**config.mk**
```make
export PLATFORM = sky130hd
export DESIGN_NAME = read_burst_capture
export DESIGN_NICKNAME = d
export VERILOG_FILES = /design/src/rtl/read_burst_capture.sv
export SDC_FILE = /design/constraint.sdc
export NUM_CORES = 1
export LEC_CHECK = 0
export CAP_MARGIN = 20
export CELL_PAD_IN_SITES_DETAIL_PLACEMENT = 0
export CELL_PAD_IN_SITES_GLOBAL_PLACEMENT = 1
export CORE_ASPECT_RATIO = 2
export CORE_MARGIN = 1
export CORE_UTILIZATION = 35
export DETAILED_ROUTE_END_ITERATION = 6
export PLACE_DENSITY = 0.7
export SLEW_MARGIN = 40
export SYNTH_ARGS = -nofsm -noshare
export SYNTH_HDL_FRONTEND = slang
export SYNTH_SLANG_ARGS = --single-unit
```
**constraint.sdc**
```tcl
create_clock -name clk_i -period 2.6 [get_ports clk_i]
set_input_delay 0.52 -clock clk_i [delete_from_list [all_inputs] [get_ports clk_i]]
set_output_delay 0.52 -clock clk_i [all_outputs]
set_load 0.01 [all_outputs]
```
**src/rtl/read_burst_capture.sv**
```systemverilog
// -----------------------------------------------------------------------------
// read_burst_capture
//   Captures a DDR5 read burst (BL8 or BL16) one DQ beat per clock after the
//   upstream preamble detector fires. It packs BEATS_PER_WORD beats per output
//   word, then holds off for a 1- or 2-cycle postamble before accepting the
//   next burst.
//
//   Optional feature: define READ_DBI_EN to add the active-low DBI_AD input.
//   A beat sampled with DBI_AD=0 is bitwise inverted before it is packed.
//
// Ports
//   clk_i              single clock, rising edge
//   reset_n_i          synchronous active-low reset (takes priority over en_i)
//   en_i               block enable; low forces IDLE and clears valid/last/err
//   pattern_detected_i preamble-found pulse; starts a burst from IDLE
//   DQ_AD              read data beat (DQ_W bits)
//   DBI_AD             active-low data-bus-inversion flag (READ_DBI_EN only)
//   burst_len_i        0 = BL8, 1 = BL16 (latched at burst start)
//   post_amble_sett_i  0 = 1-cycle, 1 = 2-cycle postamble (sampled on exit)
//   rd_data_o          packed word, beat 0 in the LSBs, held between pulses
//   rd_valid_o         one-cycle word-valid pulse
//   rd_last_o          high with rd_valid_o on the final word of a burst
//   busy_o             state is not IDLE
//   err_o              sticky: preamble pulse seen while not IDLE
// -----------------------------------------------------------------------------
module read_burst_capture #(
    parameter int DQ_W           = 8,
    parameter int BEATS_PER_WORD = 8
) (
    input  logic                           clk_i,
    input  logic                           reset_n_i,
    input  logic                           en_i,
    input  logic                           pattern_detected_i,
    input  logic [DQ_W-1:0]                DQ_AD,
`ifdef READ_DBI_EN
    input  logic                           DBI_AD,
`endif
    input  logic                           burst_len_i,
    input  logic                           post_amble_sett_i,
    output logic [DQ_W*BEATS_PER_WORD-1:0] rd_data_o,
    output logic                           rd_valid_o,
    output logic                           rd_last_o,
    output logic                           busy_o,
    output logic                           err_o
);

    localparam int WP_W = (BEATS_PER_WORD > 1) ? $clog2(BEATS_PER_WORD) : 1;

    typedef enum logic [1:0] {
        IDLE      = 2'd0,
        CAPTURE   = 2'd1,
        POSTAMBLE = 2'd2
    } state_e;

    typedef logic [BEATS_PER_WORD-1:0][DQ_W-1:0] word_t;

    state_e           state_q, state_d;
    logic [3:0]       cnt_q, cnt_d;       // beat index within the burst
    logic [WP_W-1:0]  wpos_q, wpos_d;     // beat slot within the current word
    logic             bl16_q, bl16_d;
    logic             pst_q, pst_d;       // one extra postamble cycle pending
    word_t            word_q, word_d;     // partial word being assembled
    word_t            rd_data_q, rd_data_d;
    logic             valid_q, valid_d;
    logic             last_q, last_d;
    logic             err_q, err_d;

    logic [DQ_W-1:0]  beat;
    logic             last_beat;
    logic             word_full;

`ifdef READ_DBI_EN
    // DBI is active low: the sender inverted this beat, undo it.
    assign beat = DBI_AD ? DQ_AD : ~DQ_AD;
`else
    assign beat = DQ_AD;
`endif

    assign last_beat = (cnt_q == (bl16_q ? 4'd15 : 4'd7));
    assign word_full = (wpos_q == WP_W'(BEATS_PER_WORD - 1));

    always_comb begin
        state_d   = state_q;
        cnt_d     = cnt_q;
        wpos_d    = wpos_q;
        bl16_d    = bl16_q;
        pst_d     = pst_q;
        word_d    = word_q;
        rd_data_d = rd_data_q;
        valid_d   = 1'b0;
        last_d    = 1'b0;
        err_d     = err_q;

        if (!en_i) begin
            // Abort: drop any partial word, keep the last delivered word.
            state_d = IDLE;
            cnt_d   = '0;
            wpos_d  = '0;
            pst_d   = 1'b0;
            word_d  = '0;
            err_d   = 1'b0;
        end else begin
            case (state_q)
                IDLE: begin
                    if (pattern_detected_i) begin
                        bl16_d  = burst_len_i;
                        cnt_d   = '0;
                        wpos_d  = '0;
                        word_d  = '0;
                        state_d = CAPTURE;
                    end
                end
                CAPTURE: begin
                    if (pattern_detected_i) err_d = 1'b1;
                    word_d[wpos_q] = beat;
                    // Emit on a full word; also on the final beat so a burst
                    // never leaves a stranded partial word.
                    if (word_full || last_beat) begin
                        rd_data_d = word_d;
                        valid_d   = 1'b1;
                        last_d    = last_beat;
                        wpos_d    = '0;
                        word_d    = '0;
                    end else begin
                        wpos_d = wpos_q + 1'b1;
                    end
                    if (last_beat) begin
                        state_d = POSTAMBLE;
                        pst_d   = post_amble_sett_i;
                    end else begin
                        cnt_d = cnt_q + 4'd1;
                    end
                end
                POSTAMBLE: begin
                    // A pulse on the edge returning to IDLE still lands here,
                    // so it is flagged rather than starting a burst.
                    if (pattern_detected_i) err_d = 1'b1;
                    if (pst_q) pst_d = 1'b0;
                    else       state_d = IDLE;
                end
                default: state_d = IDLE;
            endcase
        end
    end

    always_ff @(posedge clk_i) begin
        if (!reset_n_i) begin
            state_q   <= IDLE;
            cnt_q     <= '0;
            wpos_q    <= '0;
            bl16_q    <= 1'b0;
            pst_q     <= 1'b0;
            word_q    <= '0;
            rd_data_q <= '0;
            valid_q   <= 1'b0;
            last_q    <= 1'b0;
            err_q     <= 1'b0;
        end else begin
            state_q   <= state_d;
            cnt_q     <= cnt_d;
            wpos_q    <= wpos_d;
            bl16_q    <= bl16_d;
            pst_q     <= pst_d;
            word_q    <= word_d;
            rd_data_q <= rd_data_d;
            valid_q   <= valid_d;
            last_q    <= last_d;
            err_q     <= err_d;
        end
    end

    assign rd_data_o  = rd_data_q;
    assign rd_valid_o = valid_q;
    assign rd_last_o  = last_q;
    assign busy_o     = (state_q != IDLE);
    assign err_o      = err_q;

endmodule

```
==> impl_metrics.csv, run 1 <==
group,metric,value,unit
synthesis,yosys_warnings,0,
clock_network,post_cts_resized,0,
sta,fin_crit,2.384,ns
setup_path,worstPathRequired,2.08,ns
grt,grt-ovfl-total,0,
setup_path,regToRegEndpoint,"word_q[38]$_SDFFE_PN0P_",
placed_design,io_buffer_count,81,
floorplan,start_util,0.3574,
power,power_density,633.3,mW/mm^2
setup_path,path_buf_inv,3,
sta,setup_violations,0,
setup_path,r2r_start,"state_q[0]$_SDFFE_PN0P_",
clock_network,cts_max_path_buffers,2,
drt,ant_nets,0,
placed_design,pre_cts_slack,0.1731,ns
synthesis,synth.largest_area_cell,"dfxtp_1",
setup_path,critPathMaxFanout,7,
cells_and_area,final-instance-count-excl-fill,844,
placed_design,dp_hpwl,10690,microns
run,cap_violations,0,
synthesis,seq_area_frac_synth,0.4768,
grt,grt_pass1_wl,25460,microns
setup_path,worst_path_largest_cell_delay,0.56,ns
setup_path,crit_top_cell,"inv_1",
clock_network,htree_levels,4,
setup_path,path_cells,"inv_1 -> ha_1 -> inv_1 -> clkdlybuf4s50_1",
power,ir_drop,0.4896,mV
setup_path,reg2regPathDepth,7,
cells_and_area,diodes,0,
clock_network,cts-buffers-inserted,17,
synthesis,syn_avg_cell_area,10.88,sq um
sta,worst_pin_slew,0.6493,ns
clock_network,hold_buffers,0,
drt,routed_wl,15350,microns
setup_path,critPathKind,"reg2out",
cells_and_area,fill_cells,1548,
power,total_power,4.837,mW
floorplan,dieArea,0.01759,sq mm
sta,fin_skew,0.01091,ns
setup_path,crit_path_start_kind,"flip-flop",
placed_design,dpl_cell_area,0.007039,sq mm
floorplan,design.core.area,0.01668,sq mm
setup_path,cp_top_family,"buffers and inverters",
sta,drv_slew,0,
power,leakagePower,3.513,nW
synthesis,synth_fp_nets,568,
sta,setup_tns,0,ns
drt,num_vias,4566,
clock_network,cts.clk_slew.worst_paths,0.06,ns
hold_path,holdPathStages,2,
grt,grt_max_degree,41,
setup_path,critPathCaptureType,"output pin",
sta,whs,0.4682,ns
clock_network,cts_sinks,142,
cells_and_area,final_core_util,0.4578,
hold_path,min_from,"err_o$_SDFFE_PN0P_",
floorplan,io_pins,82,
cells_and_area,fin_nets,644,
synthesis,synthesis.area,0.005962,sq mm
cells_and_area,synthToLayoutAreaGrowth,28.10,%
setup_path,slowest_stage,"clkdlybuf4s50_1",
drt,drtPass1Iterations,4,
grt,antenna_found_initial,0,
synthesis,yosys-top-cells-area,"dfxtp_1, mux2i_1, o211a_1, a22o_1, nand3_1",
drt,routedWlPerCell,18.19,microns
synthesis,netlist_instances,548,
drt,drtIter0Drc,186,
synthesis,synth_edf_count,0,
synthesis,async_flop_share,0,
setup_path,arrival,1.86,ns
hold_path,holdPathEnd,"err_o$_SDFFE_PN0P_",
sta,rsz0062_at_grt,"no",
drt,via_per_inst,5.410,
setup_path,rrSetupSlack,0.48,ns
drt,drc,0,
sta,max_slew_margin,0.5662,
clock_network,postCtsSetupRepairBufs,0,
grt,grt_usage,0.1866,
clock_network,cts_root_buf,"clkbuf_16",
clock_network,clock_latency,0.42,ns
grt,grt_pass1_vias,4835,
clock_network,cts_tree,"built",
sta,fmax,419.5,MHz
outcome,status,"finished clean",
placed_design,dpl.cell_count,812,
cells_and_area,drive_above_1_share,0.1287,
floorplan,die_width,94.29,microns
hold_path,hold_path_class,"reg2reg",
cells_and_area,fin_area,0.007637,sq mm
sta,fin_crit_sh,0.9167,
floorplan,rows,67,
synthesis,ys_seq_elements,142,
synthesis,ys_types,43,
synthesis,synth_top_cell_area_share,0.4768,
placed_design,gp_congestion,0.7636,
sta,hold_violations,0,
floorplan,die_h,186.6,microns
sta,fin_ws,0.2165,ns
synthesis,synth-main-ff-cell,"dfxtp_1",
==> worst max path at each step <==
stage                            start                 endpoint  slack (ns)  depth (start not counted)
6_report       state_q[0]$_SDFFE_PN0P_                   busy_o        0.22                          4
5_1_grt        state_q[1]$_SDFFE_PN0P_                   busy_o        0.14                          4
4_1_cts        state_q[0]$_SDFFE_PN0P_                   busy_o        0.21                          4
3_5_place_dp                      en_i   word_q[9]$_SDFFE_PN0P_        0.17                          6
3_3_place_gp                      en_i  word_q[44]$_SDFFE_PN0P_        0.23                          6
2_1_floorplan  state_q[0]$_SDFFE_PN0P_   word_q[0]$_SDFFE_PN0P_        0.75                          8
==> routing by layer <==
metal | vias to the layer above | routed length [microns] | GRT usage
met5 | - | 0 | 0
met2 | 80 | 8305 | 0.3344
met4 | 0 | 443 | 0.08284
li1 | 2222 | - | -
met1 | 2236 | 6134 | 0.2093
met3 | 28 | 467 | 0.03138
==> tightest hold or removal path, delay by kind of cell, from the launching register on <==
family,cells,cell delay [ns]
compound gates,1,0.04
flops,1,0.33
simple gates,1,0.07
==> cell usage in the layout, fill, tap and decap left out, types with 2 or more instances in the layout <==
| master | count |
|---|---|
| dfxtp_1 | 142 |
| clkdlybuf4s50_1 | 80 |
| nand3_1 | 68 |
| mux2i_1 | 66 |
| a22o_1 | 64 |
| o211a_1 | 64 |
| buf_4 | 30 |
| clkbuf_16 | 17 |
| nor2_1 | 9 |
| o21ai_4 | 8 |
| nand2_1 | 8 |
| nor2b_1 | 6 |
| ha_1 | 6 |
| a21oi_1 | 5 |
| inv_6 | 5 |
| inv_1 | 4 |
| and2b_1 | 4 |
| clkinv_4 | 4 |
| nor3b_2 | 3 |
| and3b_1 | 3 |
| o21ai_0 | 3 |
| a32oi_1 | 3 |
| and2_1 | 2 |
| and3_1 | 2 |
| nor2b_2 | 2 |
| and2_2 | 2 |
| nor3_1 | 2 |
| bufinv_16 | 2 |
| clkinvlp_4 | 2 |
==> cells in the mapped netlist, types with 2 or more instances <==
cell type / instances
a21oi_1: 5
a22o_1: 64
a32oi_1: 3
and2_1: 4
and2b_1: 4
and3_1: 2
and3b_1: 3
buf_1: 2
buf_2: 24
buf_4: 2
clkbuf_1: 26
dfxtp_1: 142
ha_1: 6
inv_1: 4
mux2i_1: 66
nand2_1: 8
nand3_1: 68
nor2_1: 9
nor2b_1: 6
nor2b_2: 2
nor3_1: 2
nor3b_1: 3
o211a_1: 64
o21ai_0: 3
o21ai_4: 8
==> state kept, by name, indices dropped and copies added (netlist names) <==
name,count
state_q,2
bl16_q,1
cnt_q,4
word_q,64
err_o,1
rd_last_o,1
rd_data_o,64
rd_valid_o,1
pst_q,1
wpos_q,3
==> kinds of logic (layout without fill, tap and decap cells) <==
kind of cell / after synthesis / after routing / synth area share
compound gates: 159 / 159 / 0.2510
flops: 142 / 142 / 0.4768
simple gates: 115 / 115 / 0.1026
mux: 66 / 66 / 0.1108
buf+inv: 59 / 148 / 0.04470
fa+ha+maj: 6 / 6 / 0.01259
xor+xnor: 1 / 1 / 0.001469
==> report_power, final <==
part	switching, mW	leakage, nW	internal (mW)	total (mW)
logic	0.136	2.08	0.0716	0.207
registers	0.00397	1.14	2.18	2.18
clock network	0.990	0.288	1.46	2.45
total	1.13	3.51	3.71	4.84
==> cell type report <==
class / instances / area (sq um) / area share
repair buffers: 112 / 1051 / 0.1376
clock buffers: 18 / 439.2 / 0.05750
flip-flops and latches: 142 / 2843 / 0.3722
clock inverters: 14 / 158.9 / 0.02081
well taps: 207 / 259.0 / 0.03391
multi-input cells: 347 / 2872 / 0.3760
inverters: 4 / 15.01 / 0.001966
Power figures use the tool's default switching activity.
==> inputs of run 2 (changes only) <==
- SLEW_MARGIN: 40 -> not set
==> results of run 2 <==
Final layout, timing and power as in run 1 (identical DEF).
==> inputs of run 3 (changes only) <==
- ABC_AREA: not set -> 1
- PLACE_DENSITY: 0.7 -> 0.76
==> run 3 against run 2 <==
  * First-iteration DRC count is 48% higher
  * Highest routed layer unchanged
  * Critical endpoint unchanged
  * Clock skew is 0.00066 ns higher
  * Final cell count is 77% higher
  * Clock-buffer cell count is 4 higher
  * Die area is 19% higher
  * Register-to-register slack better by 0.14 ns
  * Area after synthesis is 19% higher
  * Design area is 14% higher
==> impl_metrics.csv, run 3 <==
group,metric,value,unit
outcome,status,"finished clean",
sta,setup_tns,0,ns
synthesis,synthesis.area,0.007086,sq mm
sta,fin_ws,0.3267,ns
clock_network,clock_latency,0.43,ns
sta,setup_violations,0,
setup_path,critPathCaptureType,"output pin",
sta,hold_violations,0,
drt,drtIter0Drc,275,
placed_design,pre_cts_slack,0.5376,ns
grt,grt_max_degree,66,
cells_and_area,synthToLayoutAreaGrowth,23.01,%
drt,via_per_inst,4.358,
floorplan,io_pins,82,
power,power_density,579.5,mW/mm^2
cells_and_area,fin_nets,1241,
run,cap_violations,0,
power,total_power,5.050,mW
clock_network,cts_max_path_buffers,2,
clock_network,cts.clk_slew.worst_paths,0.06,ns
synthesis,yosys-top-cells-area,"dfxtp_1, nor2_1, nand2_1, inv_1, nand3_1",
synthesis,synth_edf_count,0,
sta,drv_slew,0,
sta,max_slew_margin,0.5394,
clock_network,post_cts_resized,0,
cells_and_area,diodes,0,
setup_path,arrival,1.75,ns
sta,rsz0062_at_grt,"no",
clock_network,hold_buffers,0,
synthesis,ys_seq_elements,142,
drt,ant_nets,0,
synthesis,yosys-top-cells-count,"nor2_1, nand2_1, inv_1",
floorplan,design.core.area,0.01982,sq mm
clock_network,cts_tree,"built",
cells_and_area,final_common_cell,"nor2_1",
floorplan,rows,73,
synthesis,synth.largest_area_cell,"dfxtp_1",
sta,fmax,439.9,MHz
drt,routedWlPerCell,12.54,microns
synthesis,ys_types,24,
synthesis,synth_fp_nets,1185,
setup_path,critPathMaxFanout,4,
cells_and_area,fin_area,0.008716,sq mm
grt,antenna_found_initial,0,
grt,grt_usage,0.1930,
clock_network,cts_sinks,142,
placed_design,io_buffer_count,81,
synthesis,async_flop_share,0,
floorplan,start_util,0.3575,
synthesis,synth-main-ff-cell,"dfxtp_1",
placed_design,dp_hpwl,12410,microns
grt,grt_pass1_vias,6195,
drt,routed_wl,18770,microns
synthesis,syn_avg_cell_area,6.082,sq um
setup_path,worstPathRequired,2.08,ns
power,ir_drop,0.3793,mV
floorplan,die_h,203.2,microns
synthesis,synth_top_cell_area_share,0.4012,
placed_design,gp_congestion,0.7654,
grt,grt-ovfl-total,0,
sta,worst_pin_slew,0.6909,ns
synthesis,yosys_warnings,0,
drt,drc,0,
grt,grt_pass1_wl,30860,microns
clock_network,cts_root_buf,"clkbuf_16",
placed_design,dpl_cell_area,0.008090,sq mm
floorplan,die_width,102.6,microns
hold_path,hold_path_class,"reg2reg",
clock_network,htree_levels,4,
floorplan,dieArea,0.02085,sq mm
clock_network,postCtsSetupRepairBufs,0,
clock_network,cts-buffers-inserted,17,
cells_and_area,most-common-layout-cells,"nor2_1, nand2_1, inv_1, dfxtp_1, nand3_1",
synthesis,synth.most_common_cell,"nor2_1",
sta,fin_skew,0.01156,ns
setup_path,critPathKind,"reg2out",
synthesis,netlist_instances,1165,
sta,fin_crit_sh,0.8744,
sta,fin_crit,2.273,ns
drt,num_vias,6519,
cells_and_area,drive_above_1_share,0.05429,
setup_path,crit_path_start_kind,"flip-flop",
sta,whs,0.4848,ns
synthesis,seq_area_frac_synth,0.4012,
power,leakagePower,3.754,nW
drt,drtPass1Iterations,4,
## run 3: final timing paths
path	slack, ns	to	cells past startpoint	from
hold / removal	0.48	bl16_q$_SDFFE_PN0P_	2	bl16_q$_SDFFE_PN0P_
setup reg to reg	0.62	rd_data_o[7]$_SDFFE_PN0P_	8	wpos_q[1]$_SDFFE_PN0P_
setup / recovery	0.33	busy_o	4	state_q[0]$_SDFFE_PN0P_
hold reg to reg	0.48	bl16_q$_SDFFE_PN0P_	2	bl16_q$_SDFFE_PN0P_
## run 3: report_power, final
part / switching [mW] / leakage, nW / total (mW) / internal [mW]
sequential: 0.00216 / 1.14 / 2.18 / 2.18
combinational: 0.182 / 2.31 / 0.247 / 0.0652
clock: 0.966 / 0.296 / 2.62 / 1.66
## run 3: area by class of cell
class | count | area [sq um]
fill | 2199 | 11100
multi-input combinational | 747 | 3162
sequential | 142 | 2843
timing repair buffer | 94 | 935.9
inverter | 219 | 822.0
clock buffer | 22 | 464.2
tap | 262 | 327.8
clock inverter | 10 | 161.4
## run 3: worst max-delay path: stages (launching register included)
cell,delay (ns)
dfxtp_1,0.36
inv_1,0.08
ha_1,0.28
inv_2,0.09
clkdlybuf4s50_1,0.53
## run 3: cell families (layout without fill, tap and decap cells)
group / count (synthesis) / in the layout / synth area share
simple gates: 685 / 685 / 0.3906
buf+inv: 276 / 345 / 0.1547
flops: 142 / 142 / 0.4012
compound gates: 56 / 56 / 0.04291
fa+ha+maj: 6 / 6 / 0.01059
## run 3: stage by stage
step / std cells / util
2_1_floorplan: 1165 / -
3_3_place_gp: 1464 / 0.4082
3_5_place_dp: 1464 / 0.4082
4_1_cts: 1496 / 0.4397
5_1_grt: 1496 / 0.4397
6_report: 1496 / 0.4397
## run 3: routing by layer
metal / share of wire / routed length [microns] / global-route usage
met3: 0.024 / 457 / 0.02673
met2: 0.55 / 10380 / 0.3719
met1: 0.40 / 7495 / 0.2018
met4: 0.023 / 432 / 0.07449
met5: 0 / 0 / 0
